--- config.mk ---
export PLATFORM = sky130hd
export DESIGN_NAME = mips32_prog_loader_flat
export DESIGN_NICKNAME = d
export VERILOG_FILES = /design/src/rtl/mips32_prog_loader_if.sv /design/src/rtl/mips32_prog_loader.sv /design/src/flat_wrapper.sv
export SDC_FILE = /design/constraint.sdc
export NUM_CORES = 1
export LEC_CHECK = 0
export CAP_MARGIN = 25
export CORE_ASPECT_RATIO = 0.8
export CORE_MARGIN = 4
export CORE_UTILIZATION = 25
export DETAILED_ROUTE_END_ITERATION = 8
export PLACE_DENSITY = 0.51
export SLEW_MARGIN = 20
export SYNTH_ARGS = -nofsm -noshare
export SYNTH_HDL_FRONTEND = slang
export SYNTH_SLANG_ARGS = --single-unit
export TNS_END_PERCENT = 10
--- constraint.sdc ---
create_clock -name clk1 -period 2.57 [get_ports clk1]
set_input_delay 0.3855 -clock clk1 [delete_from_list [all_inputs] [get_ports clk1]]
set_output_delay 0.3855 -clock clk1 [all_outputs]
set_load 0.02 [all_outputs]
--- src/rtl/mips32_prog_loader_if.sv ---
// Boot-path bundle between a program source, the MIPS32 unified memory and the core's
// run-control inputs; the loader takes the slave view, the stream/command side the master view.
interface mips32_prog_loader_if #(
    parameter int ADDR_W = 10
);
    logic              cmd_start;
    logic [ADDR_W-1:0] cmd_base;
    logic [ADDR_W:0]   cmd_len;

    // Stream handshake: a word moves on every rising edge where in_valid and in_ready are both 1;
    // in_data must hold steady while in_valid waits, and in_ready never depends on in_valid.
    logic              in_valid;
    logic [31:0]       in_data;
    logic              in_ready;

    logic              mem_we;
    logic [ADDR_W-1:0] mem_addr;
    logic [31:0]       mem_wdata;

    logic              core_hold;
    logic              core_pc_load;
    logic [31:0]       core_pc;

    logic              busy;
    logic              done;
    logic              err;

    modport master (
        output cmd_start, cmd_base, cmd_len, in_valid, in_data,
        input  in_ready, mem_we, mem_addr, mem_wdata,
        input  core_hold, core_pc_load, core_pc, busy, done, err
    );

    modport slave (
        input  cmd_start, cmd_base, cmd_len, in_valid, in_data,
        output in_ready, mem_we, mem_addr, mem_wdata,
        output core_hold, core_pc_load, core_pc, busy, done, err
    );
endinterface

--- src/rtl/mips32_prog_loader.sv ---
// Streams a program into the MIPS32 unified memory, holding the core until it is released at the
// base address. Define LOADER_CHECKSUM_EN to require a trailing checksum word before release.
module mips32_prog_loader #(
    parameter int ADDR_W = 10
) (
    input  logic                clk1,
    input  logic                reset,
    mips32_prog_loader_if.slave bus,
    output logic [2:0]          dbg_state
);
    typedef enum logic [2:0] {
        S_IDLE    = 3'd0,
        S_LOAD    = 3'd1,
`ifdef LOADER_CHECKSUM_EN
        S_CHECK   = 3'd2,
`endif
        S_RELEASE = 3'd3,
        S_RUN     = 3'd4,
        S_ERROR   = 3'd5
    } state_t;

    state_t            state;
    logic [ADDR_W-1:0] base_q;
    logic [ADDR_W-1:0] wr_ptr;
    logic [ADDR_W:0]   remaining;
    logic              hs;
`ifdef LOADER_CHECKSUM_EN
    logic [31:0]       sum_q;
`else
    assign bus.err = 1'b0;
`endif

    assign hs        = bus.in_valid & bus.in_ready;
    assign dbg_state = state;

    always_ff @(posedge clk1 or posedge reset) begin
        if (reset) begin
            state            <= S_IDLE;
            base_q           <= '0;
            wr_ptr           <= '0;
            remaining        <= '0;
            bus.in_ready     <= 1'b0;
            bus.mem_we       <= 1'b0;
            bus.mem_addr     <= '0;
            bus.mem_wdata    <= '0;
            bus.core_hold    <= 1'b1;
            bus.core_pc_load <= 1'b0;
            bus.core_pc      <= '0;
            bus.busy         <= 1'b0;
            bus.done         <= 1'b0;
`ifdef LOADER_CHECKSUM_EN
            sum_q            <= '0;
            bus.err          <= 1'b0;
`endif
        end else begin
            bus.mem_we       <= 1'b0;
            bus.core_pc_load <= 1'b0;
            case (state)
                S_IDLE, S_RUN, S_ERROR: begin
                    if (bus.cmd_start) begin
                        base_q        <= bus.cmd_base;
                        wr_ptr        <= bus.cmd_base;
                        remaining     <= bus.cmd_len;
                        bus.core_hold <= 1'b1;
                        bus.done      <= 1'b0;
`ifdef LOADER_CHECKSUM_EN
                        sum_q         <= '0;
                        bus.err       <= 1'b0;
`endif
                        if (bus.cmd_len == '0) begin
`ifdef LOADER_CHECKSUM_EN
                            // An empty program still owes a checksum word (expected 0).
                            state        <= S_CHECK;
                            bus.in_ready <= 1'b1;
                            bus.busy     <= 1'b1;
`else
                            state            <= S_RELEASE;
                            bus.core_pc_load <= 1'b1;
                            bus.core_pc      <= {{(32-ADDR_W){1'b0}}, bus.cmd_base};
`endif
                        end else begin
                            state        <= S_LOAD;
                            bus.in_ready <= 1'b1;
                            bus.busy     <= 1'b1;
                        end
                    end
                end

                S_LOAD: begin
                    if (hs) begin
                        bus.mem_we    <= 1'b1;
                        bus.mem_addr  <= wr_ptr;
                        bus.mem_wdata <= bus.in_data;
                        wr_ptr        <= wr_ptr + ADDR_W'(1);
                        remaining     <= remaining - (ADDR_W+1)'(1);
`ifdef LOADER_CHECKSUM_EN
                        sum_q         <= sum_q + bus.in_data;
`endif
                        if (remaining == (ADDR_W+1)'(1)) begin
`ifdef LOADER_CHECKSUM_EN
                            state <= S_CHECK;
`else
                            state            <= S_RELEASE;
                            bus.in_ready     <= 1'b0;
                            bus.busy         <= 1'b0;
                            bus.core_pc_load <= 1'b1;
                            bus.core_pc      <= {{(32-ADDR_W){1'b0}}, base_q};
`endif
                        end
                    end
                end

`ifdef LOADER_CHECKSUM_EN
                S_CHECK: begin
                    if (hs) begin
                        bus.in_ready <= 1'b0;
                        bus.busy     <= 1'b0;
                        if (bus.in_data == sum_q) begin
                            state            <= S_RELEASE;
                            bus.core_pc_load <= 1'b1;
                            bus.core_pc      <= {{(32-ADDR_W){1'b0}}, base_q};
                        end else begin
                            state   <= S_ERROR;
                            bus.err <= 1'b1;
                        end
                    end
                end
`endif

                S_RELEASE: begin
                    state         <= S_RUN;
                    bus.core_hold <= 1'b0;
                    bus.done      <= 1'b1;
                end

                default: state <= S_IDLE;
            endcase
        end
    end
endmodule

--- src/flat_wrapper.sv ---
// flat-port wrapper written by rule: the top's interface ports become plain ports
module mips32_prog_loader_flat 
#(
    parameter int ADDR_W = 10
)
  (clk1, reset, dbg_state, bus_cmd_start, bus_cmd_base, bus_cmd_len, bus_in_valid, bus_in_data, bus_in_ready, bus_mem_we, bus_mem_addr, bus_mem_wdata, bus_core_hold, bus_core_pc_load, bus_core_pc, bus_busy, bus_done, bus_err);
  mips32_prog_loader_if #(.ADDR_W(ADDR_W)) bus_i ();
  input  logic clk1;
  input  logic reset;
  output logic [2:0] dbg_state;
  input wire logic [$bits(bus_i.cmd_start)-1:0] bus_cmd_start;
  input wire logic [$bits(bus_i.cmd_base)-1:0] bus_cmd_base;
  input wire logic [$bits(bus_i.cmd_len)-1:0] bus_cmd_len;
  input wire logic [$bits(bus_i.in_valid)-1:0] bus_in_valid;
  input wire logic [$bits(bus_i.in_data)-1:0] bus_in_data;
  output wire logic [$bits(bus_i.in_ready)-1:0] bus_in_ready;
  output wire logic [$bits(bus_i.mem_we)-1:0] bus_mem_we;
  output wire logic [$bits(bus_i.mem_addr)-1:0] bus_mem_addr;
  output wire logic [$bits(bus_i.mem_wdata)-1:0] bus_mem_wdata;
  output wire logic [$bits(bus_i.core_hold)-1:0] bus_core_hold;
  output wire logic [$bits(bus_i.core_pc_load)-1:0] bus_core_pc_load;
  output wire logic [$bits(bus_i.core_pc)-1:0] bus_core_pc;
  output wire logic [$bits(bus_i.busy)-1:0] bus_busy;
  output wire logic [$bits(bus_i.done)-1:0] bus_done;
  output wire logic [$bits(bus_i.err)-1:0] bus_err;
  assign bus_i.cmd_start = bus_cmd_start;
  assign bus_i.cmd_base = bus_cmd_base;
  assign bus_i.cmd_len = bus_cmd_len;
  assign bus_i.in_valid = bus_in_valid;
  assign bus_i.in_data = bus_in_data;
  assign bus_in_ready = bus_i.in_ready;
  assign bus_mem_we = bus_i.mem_we;
  assign bus_mem_addr = bus_i.mem_addr;
  assign bus_mem_wdata = bus_i.mem_wdata;
  assign bus_core_hold = bus_i.core_hold;
  assign bus_core_pc_load = bus_i.core_pc_load;
  assign bus_core_pc = bus_i.core_pc;
  assign bus_busy = bus_i.busy;
  assign bus_done = bus_i.done;
  assign bus_err = bus_i.err;
  mips32_prog_loader #(.ADDR_W(ADDR_W)) u_core (.clk1(clk1), .reset(reset), .bus(bus_i), .dbg_state(dbg_state));
endmodule
Yosys cells after proc, flatten, opt, wreduce, memory -nomap -nowiden

Index checks and enable logic that the tools add are counted.

Register bits after elaboration: 113
Latch bits: 0
RAM bits: 0
ROM bits: 0
Bits of input ports: 57
Output and inout port bits: 84
Memories: 0

Add/sub/neg operators: 2
Multipliers: 0
Div/mod/pow operators: 0
Order comparisons: 0
Equal/unequal tests: 10
Shift-type cells: 0
Muxes and demuxes: 32
Bitwise logic cells: 1
Reduce and logical (&&, ||, !) cells: 12

Operators by type and width:

| operator              | count |
|---|---|
| $mux 32               | 4 |
| $pmux 32 s2           | 1 |
| $mux 11               | 2 |
| $pmux 11 s2           | 1 |
| $mux 10               | 2 |
| $pmux 10 s2           | 1 |
| $mux 1                | 12 |
| $eq 11x1->1 const B   | 1 |
| $logic_not 11->1      | 1 |
| $sub 11x1->11 const B | 1 |
| $add 10x1->10 const B | 1 |
| $reduce_and 5->1      | 2 |
| $mux 3                | 3 |
| $pmux 3 s3            | 1 |
| $pmux 1 s2            | 4 |
| $eq 3x3->1 const B    | 2 |
| $ne 2x1->1 const B    | 3 |
| $reduce_and 2->1      | 3 |
| $reduce_and 3->1      | 2 |
| $ne 2x2->1 const B    | 2 |
| $reduce_bool 2->1     | 2 |
| $eq 3x1->1 const B    | 1 |
| $eq 3x2->1 const B    | 1 |
| $logic_not 3->1       | 1 |
| 3 further kinds       | 3 |

Longest topological paths before layout

Gate-level depths: netlist of the first run.

Depth after elaboration: 4
Mapped depth: 7

Worst setup path before layout of the first run

OpenSTA, ideal clock, no wires.

Path type: flip-flop to flip-flop
From: register u_core.state[2] (netlist: u_core.dbg_state[2])
To: register u_core.bus.core_pc[0]
Arrival: 1.994 ns
Path slack: 0.451 ns
Cell stages (with the launch flop): 6
Path buffers: 1
Path through: dfrtp_1 > or3b_1 > clkbuf_1 > or3_4 > o32ai_4 > mux2_2

Word-level cells in the longest chain between the ends: 4
Elaborated cells between the ends (all ways): 12
Classes of those cells: 7 x eq/ne; 1 x mux; 4 x reduce/logical

RTL lines:

| what                                                | RTL line                    | RTL |
|---|---|---|
| from (decl)                                         | mips32_prog_loader.sv:22    | `state_t state;` |
| from (signal assigned)                              | mips32_prog_loader.sv:38    | `state <= S_IDLE;` |
| from (signal assigned)                              | mips32_prog_loader.sv:77    | `state <= S_RELEASE;` |
| from (signal assigned)                              | mips32_prog_loader.sv:82    | `state <= S_LOAD;` |
| $eq 3x3->1 or $logic_not 3->1 (tied branches)       | mips32_prog_loader.sv:58    | `case (state)` |
| $reduce_or 3->1                                     | mips32_prog_loader.sv:58    |  |
| $ne 2x1->1 (no source line) (tied with other cells) | --                          |  |
| $reduce_and 5->1 (no source line)                   | --                          |  |
| to (signal assigned)                                | mips32_prog_loader.sv:79    | `bus.core_pc <= {{(32-ADDR_W){1'b0}}, bus.cmd_base};` |
| to (signal assigned)                                | mips32_prog_loader.sv:107   | `bus.core_pc <= {{(32-ADDR_W){1'b0}}, base_q};` |
| to (decl)                                           | mips32_prog_loader_if.sv:37 | `output core_hold, core_pc_load, core_pc, busy, done, err` |

Several ways; a longest one is shown, not always the timed one.
A chain may end at the register's enable or synchronous reset.

Worst setup path after layout of the first run

From: register u_core.state[1] (netlist: u_core.dbg_state[1])
To: register u_core.bus.core_pc[1]

Same word-level chain as after synthesis.

==> results of run 1 <==
## worst reg2reg max path, delay by kind of cell (launching register included)
family	cells	cell delay (ps)
AOI/OAI and AO/OA	1	120
buffers and inverters	1	230
DFF	1	490
muxes	1	350
and+or+nand+nor	2	860
## registers in the layout (all words and copies together), names as in the netlist
register                 cells
u_core.wr_ptr               10
u_core.dbg_state             3
u_core.base_q               10
u_core.bus.core_pc_load      1
u_core.remaining            11
u_core.bus.mem_we            1
u_core.bus.done              1
u_core.bus.mem_wdata        32
u_core.bus.mem_addr         10
u_core.bus.in_ready          1
u_core.bus.core_hold         1
u_core.bus.core_pc          10
## kinds of logic after synthesis
kind of cell / after synthesis
and+or+nand+nor: 134
DFF: 91
other: 1
muxes: 55
buffers and inverters: 55
adders and majority gates: 3
AOI/OAI and AO/OA: 68
## worst paths after layout
kind	endpoint	slack, ps	cells past startpoint
max	u_core.bus.core_pc[1]	400	5
min	u_core.bus.mem_wdata[2]	450	2
max reg2reg	u_core.bus.core_pc[1]	400	5
min reg2reg	u_core.base_q[0]	480	2
max in group asynchronous	u_core.bus.core_hold	1460	3
min in group clk1	u_core.base_q[0]	480	2
## layout make-up
| class | instances | area, um2 |
|---|---|---|
| fillers | 1652 | 10700 |
| flip-flops and latches | 91 | 2280 |
| multi-input cells | 283 | 1840 |
| repair buffers | 132 | 1320 |
| well taps | 220 | 275 |
| clock buffers | 12 | 256 |
| clock inverters | 4 | 48.8 |
| inverters | 6 | 26.3 |
## placed cells by master (no fill, tap or decap), types with 5 or more instances in the layout
master           instances
clkdlybuf4s50_1        117
o21ai_0                 20
conb_1                  23
nand4_1                  5
buf_4                   12
nor2_1                  16
clkbuf_16                9
o31ai_1                  6
a21oi_1                  9
mux2_2                  51
a2bb2oi_1               11
nand2_1                 73
dfrtp_1                 90
nor3_1                  16
## per-stage QoR
step	power, W	instance area, um2	hold WS, ps	cells
after floorplan	0.00280	4410	446	429
after global placement	0.00336	5740	458	732
after detailed placement	0.00339	5740	462	732
after CTS	0.00479	6040	446	748
after global routing	0.00499	6040	495	748
final	0.00471	6040	445	748
## power by group
group | internal (W) | switching (W) | leakage (nW)
Clock | 0.000806 | 0.000556 | 0.153
Combinational | 0.000673 | 0.000633 | 1.30
Sequential | 0.00175 | 0.000294 | 1.09
## per-layer routing
metal / vias up / share of wire [%] / GRT usage, %
met5: - / 0 / 0
met3: 11 / 7.7 / 4.36
li1: 1614 / - / -
met4: 0 / 1.2 / 2.96
met1: 1695 / 47 / 17.9
met2: 133 / 45 / 18.2
==> results.ini, run 1 <==
[global_route]
first_global_vias = 3411
grt_pass1_wl_um = 19300
grt.overflow.total = 0
antenna_found_initial = 0
grt_start_max_net_pins = 44
grt.total_usage_pct = 12.5

[logic_synthesis]
synth_top_area_share_pct = 52.0
yosys.area_share.adder_pct = 0.867
synth_most_common_cell = dfrtp_1
netlist_top_cells_count = dfrtp_1, nand2_1, mux2_2
synth-compound-area-share_pct = 10.9
seq_area_frac_synth_pct = 52.6
synth_xor_xnor_area_share_pct = 0
synth_top_area_cell = dfrtp_1
ys_types = 46
synth_edf_count = 0
synth-seq-cells = 91
synth-simple-area-share_pct = 14.3
avgSynthCellArea_um2 = 10.6
ys_warn_count = 0
synthMuxAreaShare_pct = 14.3
synthTopCellsByArea = dfrtp_1, mux2_2, nand2_1
syn_area_um2 = 4330
synth-main-ff-cell = dfrtp_1
synth_top_family_by_area = simple AND/OR/NAND/NOR gates
synthArstFlopShare_pct = 100
synthCells = 407

[placement]
dpl.hpwl_um = 8840
dp_slack_ps = 152
gp_congestion = 0.815
numPortBuffers = 117

[clocking]
clock_sinks = 91
post_cts_resized = 0
clock_latency_ps = 340
cts-root-buf = clkbuf_16
hold_buffers = 0
cts_htree_levels = 3
clockBufferDepth = 2
numCtsBuffers = 9
cts_tree = built
postCtsSetupRepairBufs = 0
clkSlewWorstSetupHoldPaths_ps = 60

[worst_hold_path]
holdCritPathClass = in -> async

[layout]
utilization_pct = 36.1
layout.nets = 583
antenna_cells = 0
syn_to_final_growth_pct = 39.6
drive_gt1_share_pct = 17.2

[detailed_routing]
drt_iter0_markers = 207
drc = 0
wl_per_cell_um = 16.1
vias = 3453
routed_wl_um = 12100
dr.pass1.iters = 5
ant_nets = 0
via_per_inst = 4.62

[die]
die_y_um = 126
dieArea_um2 = 19500
start_util_pct = 25.8
fp.coreArea_um2 = 16800
num_io_pins = 141
die_x_um = 155
row_count = 42

[sta]
postLayoutSetupSlackWorst_ps = 400
final.min_clock_period_ps = 2170
fmax_ghz = 0.461
slew_headroom_pct = 64.1
finalSetupTns_ps = 0
period_share_pct = 84.4
rsz0062_at_grt = no
worstMarginPinSlew_ps = 537
fin_skew_ps = 8.70
hold_viol = 0
drv_slew = 0
setup_viol = 0

[worst_setup_path]
start_kind = register
crit_path_end_kind = register
worstPathRequired_ps = 2790
cp-startpoint = u_core.dbg_state[1]
path_cells = or3b_1, or3_4, o32ai_4, buf_4, mux2_2
cp.buffers_inverters = 1
cp_data_arrival_time_ps = 2390
cp_top_family = simple AND/OR/NAND/NOR gates
cp_max_fo = 10
critPathMaxStageDelay_ps = 490
r2r_start = u_core.dbg_state[1]
crit_type = reg -> reg
critPathSlowestCell = dfrtp_1

[pwr]
p_leak_nw = 2.55
power_density_nw_per_um2 = 780
vdd_ir_drop_max_uv = 344

[outcome]
status = completed

[flow_run]
cap_violations = 0

(Power assumes the default switching activity.)
==> run 2, diff against run 1 <==
- PLACE_DENSITY: 0.51 -> 0.5
- clock period: 2.57 -> 2.1 ns (I/O delays scaled with it)
==> run 2 against run 1 <==
  * Sequential share of layout area shrank 0.25 points
  * Non-clock buffer count increased by 6
  * Largest cell class unchanged
  * Die area is the same
  * Final cell count grew 0.80%
  * Register-to-register slack worse by 300 ps
  * Sequential power up 22%
  * Clock skew fell by 2.0 ps
  * Core utilization grew 0.24 points
  * Design area is 0.66% higher
  * Maximum frequency up 8.3%
  * Setup slack worse by 300 ps
  * Clock power rose by 14%
==> results.ini, run 2 (synthesized netlist as in run 1, its figures left out) <==
[layout]
layout.nets = 589  ; was 583
drive_gt1_share_pct = 18.5  ; was 17.2%
reg_top3 = u_core.bus.mem_wdata x32, u_core.remaining x11  ; unchanged
final_common_cell = clkdlybuf4s50_1  ; unchanged
utilization_pct = 36.3  ; was 36.1%
antenna_cells = 0  ; unchanged
final_cell_mix = clkdlybuf4s50_1, dfrtp_1, nand2_1, mux2_2, conb_1  ; unchanged
regMostFlops = u_core.bus.mem_wdata  ; unchanged
syn_to_final_growth_pct = 40.6  ; was 39.6%
fillers = 1649  ; was 1652
largest_reg_flops = 32  ; unchanged

[pwr]
p_int_w = 0.00383  ; was 0.00323 W
switching_share_pct = 32.2  ; was 31.4%
p_seq_share_pct = 44.2  ; was 43.4%
switchingPower_w = 0.00182  ; was 0.00148 W
comb_power_share_pct = 28.4  ; was 27.7%
vdd_ir_drop_max_uv = 378  ; was 344 uV
power_density_nw_per_um2 = 929  ; was 780 nW/um2
pwr-share-clk_pct = 27.4  ; was 28.9%
p_leak_nw = 2.57  ; was 2.55 nW

[sta]
rsz0062_at_grt = no  ; unchanged
postLayoutSetupSlackWorst_ps = 96.3  ; was 400 ps
setup_viol = 0  ; unchanged
period_share_pct = 95.4  ; was 84.4%
fin_skew_ps = 6.68  ; was 8.70 ps
hold_viol = 0  ; unchanged
finalSetupTns_ps = 0  ; unchanged
drv_slew = 0  ; unchanged
whs_ps = 296  ; was 445 ps
final.min_clock_period_ps = 2000  ; was 2170 ps
fmax_ghz = 0.499  ; was 0.461 GHz

[worst_setup_path]
cp_max_fo = 10  ; unchanged
start_kind = register  ; unchanged
critPathMaxStageDelay_ps = 420  ; was 490 ps
path_cells = or3b_1, or3_4, o32ai_4, buf_12, mux2_2  ; was or3b_1, or3_4, o32ai_4, buf_4, mux2_2
crit_type = reg -> reg  ; unchanged
critPathSlowestCell = or3_4  ; was dfrtp_1
crit_path_end_kind = register  ; unchanged
cp_top_family = simple AND/OR/NAND/NOR gates  ; unchanged
cp_data_arrival_time_ps = 2230  ; was 2390 ps
worstPathRequired_ps = 2320  ; was 2790 ps
cp.buffers_inverters = 1  ; unchanged

[die]
die_x_um = 155  ; unchanged
row_count = 42  ; unchanged
start_util_pct = 25.8  ; unchanged
dieArea_um2 = 19500  ; unchanged
num_io_pins = 141  ; unchanged
fp.coreArea_um2 = 16800  ; unchanged
die_y_um = 126  ; unchanged

[global_route]
first_global_vias = 3583  ; was 3411
grt_start_max_net_pins = 42  ; was 44
grt.total_usage_pct = 12.9  ; was 12.5%
antenna_found_initial = 0  ; unchanged
grt.overflow.total = 0  ; unchanged
grt_pass1_wl_um = 19900  ; was 19300 um

[clocking]
cts_tree = built  ; unchanged
clock_latency_ps = 340  ; about the same
clockBufferDepth = 2  ; unchanged
hold_buffers = 0  ; unchanged
cts_htree_levels = 3  ; unchanged
cts-root-buf = clkbuf_16  ; unchanged
clkSlewWorstSetupHoldPaths_ps = 70  ; was 60 ps
clock_sinks = 91  ; unchanged
numCtsBuffers = 9  ; unchanged

[worst_hold_path]
holdCritPathClass = in -> async  ; unchanged

[detailed_routing]
drt_iter0_markers = 182  ; was 207
via_per_inst = 4.56  ; was 4.62
wl_per_cell_um = 16.3  ; was 16.1 um
dr.pass1.iters = 5  ; unchanged
drc = 0  ; unchanged
routed_wl_um = 12300  ; was 12100 um
ant_nets = 0  ; unchanged
vias = 3440  ; was 3453

[flow_run]
cap_violations = 0  ; unchanged

[placement]
dp_slack_ps = -256  ; was 152 ps
numPortBuffers = 117  ; unchanged
gp_congestion = 0.792  ; was 0.815
dpl.hpwl_um = 8910  ; was 8840 um

[outcome]
status = completed  ; unchanged

## run 2: repair_timing
action,CTS,global route
gates resized for setup,0,2
setup buffers,0,0
setup endpoints to repair,0,4
## run 2: cell type report
cell class	count	area, um2	area share [%]
clock buffers	11	253	4.15
clock inverters	5	27.5	0.452
inverters	6	26.3	0.432
multi-input cells	283	1840	30.3
flip-flops and latches	91	2280	37.5
well taps	220	275	4.52
repair buffers	138	1380	22.7
## run 2: power by group through the flow
stage / logic (W) / clock network [W] / registers, W
floorplan: 0.000792 / 0 / 0.00263
global placement: 0.00159 / 0 / 0.00252
detailed placement: 0.00162 / 0 / 0.00253
CTS: 0.00162 / 0.00163 / 0.00250
global route: 0.00177 / 0.00170 / 0.00256
finish: 0.00160 / 0.00155 / 0.00250
## run 2: worst reg2reg max path, stage by stage (launching register included)
cell and delay (ps):
dfrtp_1 400, or3b_1 400, or3_4 420, o32ai_4 150, buf_12 170, mux2_2 330
## run 2: worst paths after layout
check | to | slack, ps | cells after the start | from
setup reg to reg | u_core.bus.core_pc[9] | 100 | 5 | u_core.dbg_state[1]
hold / removal | u_core.bus.mem_addr[6] | 300 | 2 | reset
min in group clk1 | u_core.base_q[9] | 480 | 2 | u_core.base_q[9]
setup / recovery | u_core.bus.core_pc[9] | 100 | 5 | u_core.dbg_state[1]
hold reg to reg | u_core.base_q[9] | 480 | 2 | u_core.base_q[9]
max in group asynchronous | u_core.bus.core_hold | 1240 | 3 | reset
## run 2: routing by layer
layer / vias to the layer above / share of wire, % / track usage (%)
met1: 1685 / 46 / 18.1
met3: 8 / 8.0 / 4.46
li1: 1633 / - / -
met4: 0 / 0.67 / 2.08
met5: - / 0 / 0
met2: 114 / 45 / 19.5
## run 2: metrics by stage
stage	std cells	area [um2]	power, W
finish	754	6080	0.00565
global route	754	6080	0.00603
CTS	754	6080	0.00576
detailed placement	738	5800	0.00415
global placement	738	5800	0.00411
floorplan	429	4410	0.00343
==> run 3, diff against run 2 <==
- CTS_CLUSTER_DIAMETER: not set -> 40
- CTS_CLUSTER_SIZE: not set -> 40
- clock period: 2.1 -> 1.85 ns (I/O delays scaled with it)
==> run 3 against run 2 <==
  * The run now ends with negative setup slack left
  * Via count up 1.1%
  * Final cell count up 1.3%
  * Non-clock buffer count up 10
  * Design area up 2.8%
  * Sequential cell count unchanged
  * First-iteration DRC count up 49%
  * Global-route usage up 0.087 points
  * Setup slack worse by 240 ps
  * Clock skew about the same
  * Worst hold slack better by 110 ps
  * Combinational power up 20%
  * Critical path depth unchanged
==> results.ini, run 3 (synthesized netlist as in run 1, its figures left out) <==
[pwr]
vdd_ir_drop_max_uv = 451  ; was 378 uV
power_density_nw_per_um2 = 1110  ; was 929 nW/um2
p_total_w = 0.00694  ; was 0.00565 W
p_leak_nw = 2.65  ; was 2.57 nW

[clocking]
clock_latency_ps = 340  ; about the same
numCtsBuffers = 9  ; unchanged
cts_htree_levels = 3  ; unchanged
clockBufferDepth = 2  ; unchanged
cts-root-buf = clkbuf_16  ; unchanged
clkSlewWorstSetupHoldPaths_ps = 70  ; about the same
clock_sinks = 91  ; unchanged
cts_tree = built  ; unchanged

[global_route]
first_global_vias = 3600  ; was 3583
antenna_found_initial = 0  ; unchanged
grt_start_max_net_pins = 92  ; was 42
grt.overflow.total = 0  ; unchanged
grt.total_usage_pct = 12.9  ; about the same
grt_pass1_wl_um = 20000  ; was 19900 um

[sta]
period_share_pct = 108  ; was 95.4%
final.min_clock_period_ps = 2000  ; about the same
fin_skew_ps = 6.48  ; was 6.68 ps
hold_viol = 0  ; unchanged
fmax_ghz = 0.500  ; was 0.499 GHz
worstMarginPinSlew_ps = 539
slew_headroom_pct = 64.1
drv_slew = 0  ; unchanged
postLayoutSetupSlackWorst_ps = -149  ; was 96.3 ps
finalSetupTns_ps = -1290  ; was 0 ps
rsz0062_at_grt = yes  ; was no
setup_viol = 10  ; was 0

[placement]
place_inst = 748  ; was 738
gp_congestion = 0.786  ; was 0.792
dpl.hpwl_um = 8910  ; about the same
numPortBuffers = 117  ; unchanged

[outcome]
violations = negative setup slack
status = complete, but fails checks  ; was completed

[layout]
antenna_cells = 0  ; unchanged
utilization_pct = 37.3  ; was 36.3%
layout.nets = 599  ; was 589
largest_reg_flops = 32  ; unchanged
final_cells = 764  ; was 754
final_cell_mix = clkdlybuf4s50_1, dfrtp_1, nand2_1, mux2_2, buf_4  ; was clkdlybuf4s50_1, dfrtp_1, nand2_1, mux2_2, conb_1
regMostFlops = u_core.bus.mem_wdata  ; unchanged
reg_top3 = u_core.bus.mem_wdata x32, u_core.remaining x11  ; unchanged
syn_to_final_growth_pct = 44.5  ; was 40.6%
drive_gt1_share_pct = 20.6  ; was 18.5%
final_common_cell = clkdlybuf4s50_1  ; unchanged

[die]
row_count = 42  ; unchanged
dieArea_um2 = 19500  ; unchanged
die_x_um = 155  ; unchanged
start_util_pct = 25.8  ; unchanged
die_y_um = 126  ; unchanged
num_io_pins = 141  ; unchanged
fp.coreArea_um2 = 16800  ; unchanged

[worst_setup_path]
cp_data_arrival_time_ps = 2230  ; about the same
timing.rr.end = u_core.bus.core_pc[6]  ; was u_core.bus.core_pc[9]
r2r_setup_slack_ps = -150  ; was 100 ps
critPathMaxStageDelay_ps = 410  ; was 420 ps
start_kind = register  ; unchanged
critPathSlowestCell = or3_4  ; unchanged
rr_worst_depth = 5  ; unchanged
r2r_start = u_core.dbg_state[1]  ; unchanged
path_cells = or3b_4, or3_4, o32ai_4, buf_12, mux2_2  ; was or3b_1, or3_4, o32ai_4, buf_12, mux2_2
crit_type = reg -> reg  ; unchanged
cp_max_fo = 10  ; unchanged
crit_path_end_kind = register  ; unchanged
worstPathRequired_ps = 2080  ; was 2320 ps

[detailed_routing]
wl_per_cell_um = 16.3  ; about the same
drc = 0  ; unchanged
routed_wl_um = 12500  ; was 12300 um
vias = 3477  ; was 3440
dr.pass1.iters = 4  ; was 5
via_per_inst = 4.55  ; was 4.56
drt_iter0_markers = 271  ; was 182
ant_nets = 0  ; unchanged

[worst_hold_path]
holdCritPathClass = in -> async  ; unchanged

[flow_run]
cap_violations = 0  ; unchanged

==> run 3: cell count changes in the layout (fill, tap and decap cells not counted), moves of 3 or more <==
cell,change
buf_4,+11
mux2_2,-4
mux2_4,+4
bufinv_16,+3
clkinv_2,-3
==> run 3: worst max-delay path, delay by kind of cell (launching register included) <==
family / cells / cell delay, ps
and+or+nand+nor: 2 / 810
DFF: 1 / 390
muxes: 1 / 340
buffers and inverters: 1 / 180
AOI/OAI and AO/OA: 1 / 160
==> run 3: per-stage QoR <==
| stage | hold slack (ps) | setup WS (ps) | cell area (um2) |
|---|---|---|---|
| global route | 486 | -191 | 6250 |
| floorplan | 383 | -269 | 4410 |
| finish | 407 | -149 | 6250 |
| global placement | 458 | -511 | 5860 |
| CTS | 462 | -145 | 6230 |
| detailed placement | 467 | -490 | 5860 |
==> run 3: repair_timing <==
item | 4_1_cts | 5_1_grt
pin swaps | 0 | 0
buffers inserted | 0 | 0
hold buffers | 0 | 0
resized for setup | 4 | 6
endpoints found under the setup margin | 24 | 33
==> run 3: final cells by class <==
type                    instances  area (um2)
clock buffers                  12         267
inverters                       6        26.3
repair buffers                148        1440
clock inverters                 4        95.1
well taps                     220         275
multi-input cells             283        1870
fillers                      1621       10500
flip-flops and latches         91        2280
==> run 3: where the power goes <==
| part | internal (W) | switching, W | leakage (nW) |
|---|---|---|---|
| logic | 0.000991 | 0.000929 | 1.38 |
| clock network | 0.00143 | 0.000780 | 0.179 |
| registers | 0.00243 | 0.000376 | 1.09 |
| total | 0.00485 | 0.00208 | 2.65 |
==> run 3: how the worst max path moves through the flow <==
stage | startpoint | to | slack, ps | depth (start not counted)
floorplan | u_core.dbg_state[2] | u_core.bus.core_pc[0] | -270 | 5
global placement | bus_cmd_len[5] | u_core.bus.core_pc[6] | -510 | 7
detailed placement | bus_cmd_len[5] | u_core.bus.core_pc[2] | -490 | 7
CTS | u_core.dbg_state[1] | u_core.bus.core_pc[4] | -140 | 5
global route | u_core.dbg_state[1] | u_core.bus.core_pc[2] | -190 | 5
finish | u_core.dbg_state[1] | u_core.bus.core_pc[6] | -150 | 5
==> run 3: metal layers <==
layer  vias up  wire [um]  GRT usage, %
li1       1651          -             -
met1      1705       5880          18.7
met2       115       5730          19.1
met3         6        790          4.29
met4         0         73          2.44
met5         -          0             0
